File: src/rtl/dmem_io_responder.sv
// dmem_io_responder: CPU data-bus responder serving a data RAM and a switch/LED/timer I/O page
module dmem_io_responder #(
  parameter int RAM_DEPTH = 240,
  parameter int PRESCALE = 1000,
  parameter logic [7:0] IO_BASE = 8'hF0
) (
  input  logic       CLK,
  input  logic       RESET,
  input  logic       EN_L,
  input  logic [7:0] ADDR,
  input  logic [7:0] WDATA,
  input  logic       MW,
  output logic [7:0] RDATA,
  input  logic [7:0] SW_IN,
  output logic [7:0] LED_OUT,
  output logic       TIRQ
);
  localparam int PW = PRESCALE > 1 ? $clog2(PRESCALE) : 1;
  logic [7:0] mem [RAM_DEPTH];
  logic [7:0] sw_s1, sw_s2, led, tcnt, tcmp, off;
  logic [PW-1:0] presc;
  logic t_en, flag, we, ram_hit, io_hit, tick, match, wr_led, wr_tctl, wr_tcmp;
  assign we = MW && !EN_L;
  assign off = ADDR - IO_BASE;
  assign ram_hit = int'(ADDR) < RAM_DEPTH;
  assign io_hit = ADDR >= IO_BASE && off < 8'd8;
  assign wr_led = we && io_hit && off == 8'd1;
  assign wr_tctl = we && io_hit && off == 8'd3;
  assign wr_tcmp = we && io_hit && off == 8'd4;
  assign tick = t_en && presc == PW'(PRESCALE - 1);
  assign match = tcnt == tcmp;
  assign LED_OUT = led;
  assign TIRQ = flag;
  // Data RAM: never reset, written only for in-range addresses so nothing aliases
  always_ff @(posedge CLK)
    if (we && ram_hit) mem[ADDR] <= WDATA;
  // Switch synchronizer, LED, and interval timer; a same-cycle match tick beats the W1C clear
  always_ff @(posedge CLK or posedge RESET)
    if (RESET) begin
      sw_s1 <= '0;
      sw_s2 <= '0;
      led <= '0;
      tcnt <= '0;
      tcmp <= 8'hFF;
      t_en <= 1'b0;
      flag <= 1'b0;
      presc <= '0;
    end else begin
      sw_s1 <= SW_IN;
      sw_s2 <= sw_s1;
      if (wr_led) led <= WDATA;
      if (wr_tcmp) tcmp <= WDATA;
      if (wr_tctl) t_en <= WDATA[0];
      flag <= (tick && match) || (flag && !(wr_tctl && WDATA[1]));
      if (tick) tcnt <= match ? 8'd0 : tcnt + 8'd1;
      presc <= (wr_tctl && WDATA[0] && !t_en) || tick ? '0 : t_en ? presc + 1'b1 : presc;
    end
  // Zero-wait-state read mux; unmapped addresses read as zero
  always_comb begin
    RDATA = 8'h00;
    if (ram_hit) RDATA = mem[ADDR];
    else if (io_hit)
      case (off[2:0])
        3'd0: RDATA = sw_s2;
        3'd1: RDATA = led;
        3'd2: RDATA = tcnt;
        3'd3: RDATA = {6'b0, flag, t_en};
        3'd4: RDATA = tcmp;
        default: RDATA = 8'h00;
      endcase
  end
endmodule
File: config.mk
export PLATFORM = sky130hd
export DESIGN_NAME = dmem_io_responder
export DESIGN_NICKNAME = d
export VERILOG_FILES = /design/src/rtl/dmem_io_responder.sv
export SDC_FILE = /design/constraint.sdc
export NUM_CORES = 2
export LEC_CHECK = 0
export ABC_AREA = 1
export BUFFER_PORTS_ARGS = -buffer_cell sky130_fd_sc_hd__buf_4
export CORE_MARGIN = 2
export CORE_UTILIZATION = 55
export DETAILED_ROUTE_END_ITERATION = 12
export GPL_ROUTABILITY_DRIVEN = 0
export GPL_TIMING_DRIVEN = 0
export PLACE_DENSITY = 0.71
export SLEW_MARGIN = 20
export SYNTH_ARGS = -nofsm -noshare
export SYNTH_HDL_FRONTEND = slang
export SYNTH_SLANG_ARGS = --single-unit
File: constraint.sdc
create_clock -name CLK -period 2.02 [get_ports CLK]
set_clock_uncertainty 0.1 [all_clocks]
set_input_delay 0.202 -clock CLK [delete_from_list [all_inputs] [get_ports CLK]]
set_output_delay 0.202 -clock CLK [all_outputs]
set_load 0.02 [all_outputs]
==> metrics.csv <==
metric,value,unit
status,finished with violations,
violations,negative setup slack,
arrival,3.01,ns
clockBufferDepth,3,
crit_path_top_delay_cell,edfxtp_1,
drive_gt1_frac,0.153,
hp-class,primary input to register,
cp_max_fo,1,
drv_slew,0,
crit_buf_inv,1,
drt_iter0_drc,9109,
grt_overflow_total,0,
dieArea,151000,µm²
ys_warn_count,0,
numCtsBuffers,191,
crit_path_end_kind,primary output,
fin_nets,8008,
hp-start,ADDR[2],
antenna_found_initial,14,
crit_top_cell,nand2_1,
critPathKind,register to primary output,
grt_pass1_vias,55800,
syn_to_final_growth,17.7,%
cts_root_buf,clkbuf_16,
cp.required,1.72,ns
setup_viol,138,
vias,59500,
coreArea,147000,µm²
crit_start,mem[29][3]$_DFFE_PP_,
avgRoutedWirePerCell,26.4,µm
synth_cells,7632,
crit_family,simple AND/OR/NAND/NOR gates,
die_height,388,µm
initial_core_util,0.552,
postLayoutCellArea,95600,µm²
max_stage_delay,0.36,ns
postRouteAntennaNets,0,
reg2reg_from,presc[0]$_DFFE_PP0P_,
p_per_area,919,nW/µm²
cts_tree,done,
post-route-min-period,3.31,ns
placed_area,85100,µm²
drc,0,
cts.clk_slew.worst_paths,0.07,ns
grtUsageTotal,0.349,
grt_max_degree,112,
clk_latency,0.86,ns
peakVddDrop,862,µV
via_per_inst,5.91,
drv_cap,0,
grt_pass1_wl,376000,µm
port_buffers,39,
fillers,10800,
ios,45,
rsz0062_at_grt,yes,
finalHoldViolations,0,
clock_sinks,1972,
tightest_slew,1.12,ns
start_kind,register,
netlist_area,81200,µm²
post-route-period-util,1.64,
synth.distinct_cells,31,
max_freq,302,MHz
synth_seq_cells,1972,
final_cell_mix,"4,093 x nand2_1, 1,920 x edfxtp_1, 253 x nor2_4, 231 x nor2_1, 197 x clkbuf_16",
synth.avg_cell_area,10.6,µm²
row_count,141,
final_common_cell,nand2_1,
ys_seq_area_frac,0.726,
place_hpwl,177000,µm
path_cells,"nand2_1, nand2_1, nand2_1, nand2_1, nand2_1, nand2_1, nor2_4, nor2_1, nor2_1, nand2_1, nand2_1, nand2_2, o21ai_4, nand2_2, buf_6",
fin_hold_ws,0.0785,ns
dr.pass1.iters,6,
p_leak,37.0,nW
tns,-12.93,ns
dieWidth,388,µm
cts_max_level,4,
maxSlewHeadroom,0.255,
finalWorstSetupSlack,-1.29,ns
syn_nets,7662,
detail_route.wirelength,266000,µm
## timing repair
action                                   CTS  global route
endpoints found under the setup margin  1837          1622
setup buffers                             38            29
resized for setup                        700           249
pin swaps                                100            87
hold buffers                              29             0
hold endpoints to repair                 879             0
## worst min-delay path: cells and delay by family
family	cells	cell delay (ns)
and+or+nand+nor	3	0.51
AOI/OAI and AO/OA	1	0.06
buffers and inverters	1	0.22
## final timing paths
path | cells after the start | to | slack [ns]
min in group asynchronous | 4 | LED_OUT[6]$_DFFE_PP0P_ | 0.42
worst max-delay path | 15 | RDATA[3] | -1.29
worst min register to register | 0 | sw_s2[4]$_DFF_PP0_ | 0.25
max in group asynchronous | 5 | tcmp[1]$_DFFE_PP1P_ | 0.79
worst max register to register | 10 | tcnt[6]$_DFFE_PP0P_ | 0.13
worst min-delay path | 5 | LED_OUT[1]$_DFFE_PP0P_ | 0.08
## flip-flops by register name (all words and copies together), names as in the netlist
name and flops:
mem 1920, presc 10, LED_OUT 8, sw_s1 8, sw_s2 8, tcmp 8, tcnt 8, TIRQ 1
t_en 1
## final cells by class
class                           count  area (µm²)  share of cell area
Sequential cell                  1972       59000               0.617
Multi-Input combinational cell   5217       23300               0.244
Clock buffer                      240        5030              0.0526
Tap cell                         1930        2410              0.0253
Timing Repair Buffer              154        2230              0.0233
Buffer                            382        2160              0.0226
Clock inverter                    111        1210              0.0127
Inverter                           60         240             0.00251
Antenna cell                        4        10.0            0.000105
## per-stage QoR
stage / power, mW / instances / util / setup WS, ns
global placement: 51.6 / 9601 / 0.574 / -2.85
global route: 89.5 / 10100 / 0.650 / -1.31
CTS: 87.1 / 10000 / 0.642 / -1.17
detailed placement: 51.8 / 9620 / 0.578 / -2.87
finish: 87.8 / 10100 / 0.650 / -1.29
floorplan: 48.8 / 7632 / - / -0.221
## logic make-up (layout without fill, tap and decap cells)
kind of cell	after synthesis	after routing	synth area share
XOR/XNOR	17	17	0.00183
buffers and inverters	443	947	0.0231
AND/OR/NAND/NOR	5062	5062	0.239
other	0	4	0
AO/OA/AOI/OAI	136	136	0.0100
adder cells (fa/ha/maj)	2	2	0.000308
flip-flops	1972	1972	0.726
## synthesized netlist by cell type
| cell type | count | area [µm²] |
|---|---|---|
| a22oi_1 | 49 | 368 |
| nor2_2 | 3 | 18.8 |
| o21ai_1 | 18 | 90.1 |
| buf_4 | 4 | 30.0 |
| nand4_1 | 64 | 400 |
| inv_2 | 3 | 11.3 |
| nor4_1 | 2 | 12.5 |
| buf_2 | 146 | 731 |
| o21bai_1 | 1 | 7.51 |
| xor2_1 | 8 | 70.1 |
| buf_1 | 30 | 113 |
| dfstp_2 | 8 | 210 |
| clkbuf_1 | 201 | 754 |
| a21oi_1 | 18 | 90.1 |
| nor2_4 | 2 | 22.5 |
| edfxtp_1 | 1920 | 57700 |
| xnor2_1 | 9 | 78.8 |
| inv_1 | 54 | 203 |
| nand2_2 | 1 | 6.26 |
| o21ai_2 | 1 | 8.76 |
| nor2_1 | 546 | 2050 |
| buf_6 | 2 | 22.5 |
| nor3b_1 | 3 | 22.5 |
| nand3_1 | 152 | 761 |
| clkinv_1 | 3 | 11.3 |
| o32ai_1 | 1 | 8.76 |
| nand2_1 | 4281 | 16100 |
| dfrtp_1 | 44 | 1100 |
| nor3_1 | 8 | 40.0 |
| o21ai_0 | 48 | 240 |
| ha_1 | 2 | 25.0 |
## power breakdown
group	internal (mW)	leakage, nW	total (mW)	switching [mW]
clock network	20.3	3.06	35.9	15.7
logic	1.63	16.0	6.74	5.12
registers	45.0	17.9	45.1	0.108
total	66.9	37.0	87.8	20.9
## per-layer routing
| metal | up-vias | wire, µm | track usage |
|---|---|---|---|
| met5 | - | 128 | 0.00223 |
| met4 | 16 | 19400 | 0.217 |
| met3 | 927 | 38300 | 0.111 |
| met2 | 4317 | 116000 | 0.517 |
| met1 | 28300 | 91500 | 0.448 |
| li1 | 25900 | - | - |
Note: power is estimated with default switching activity, not from simulation.
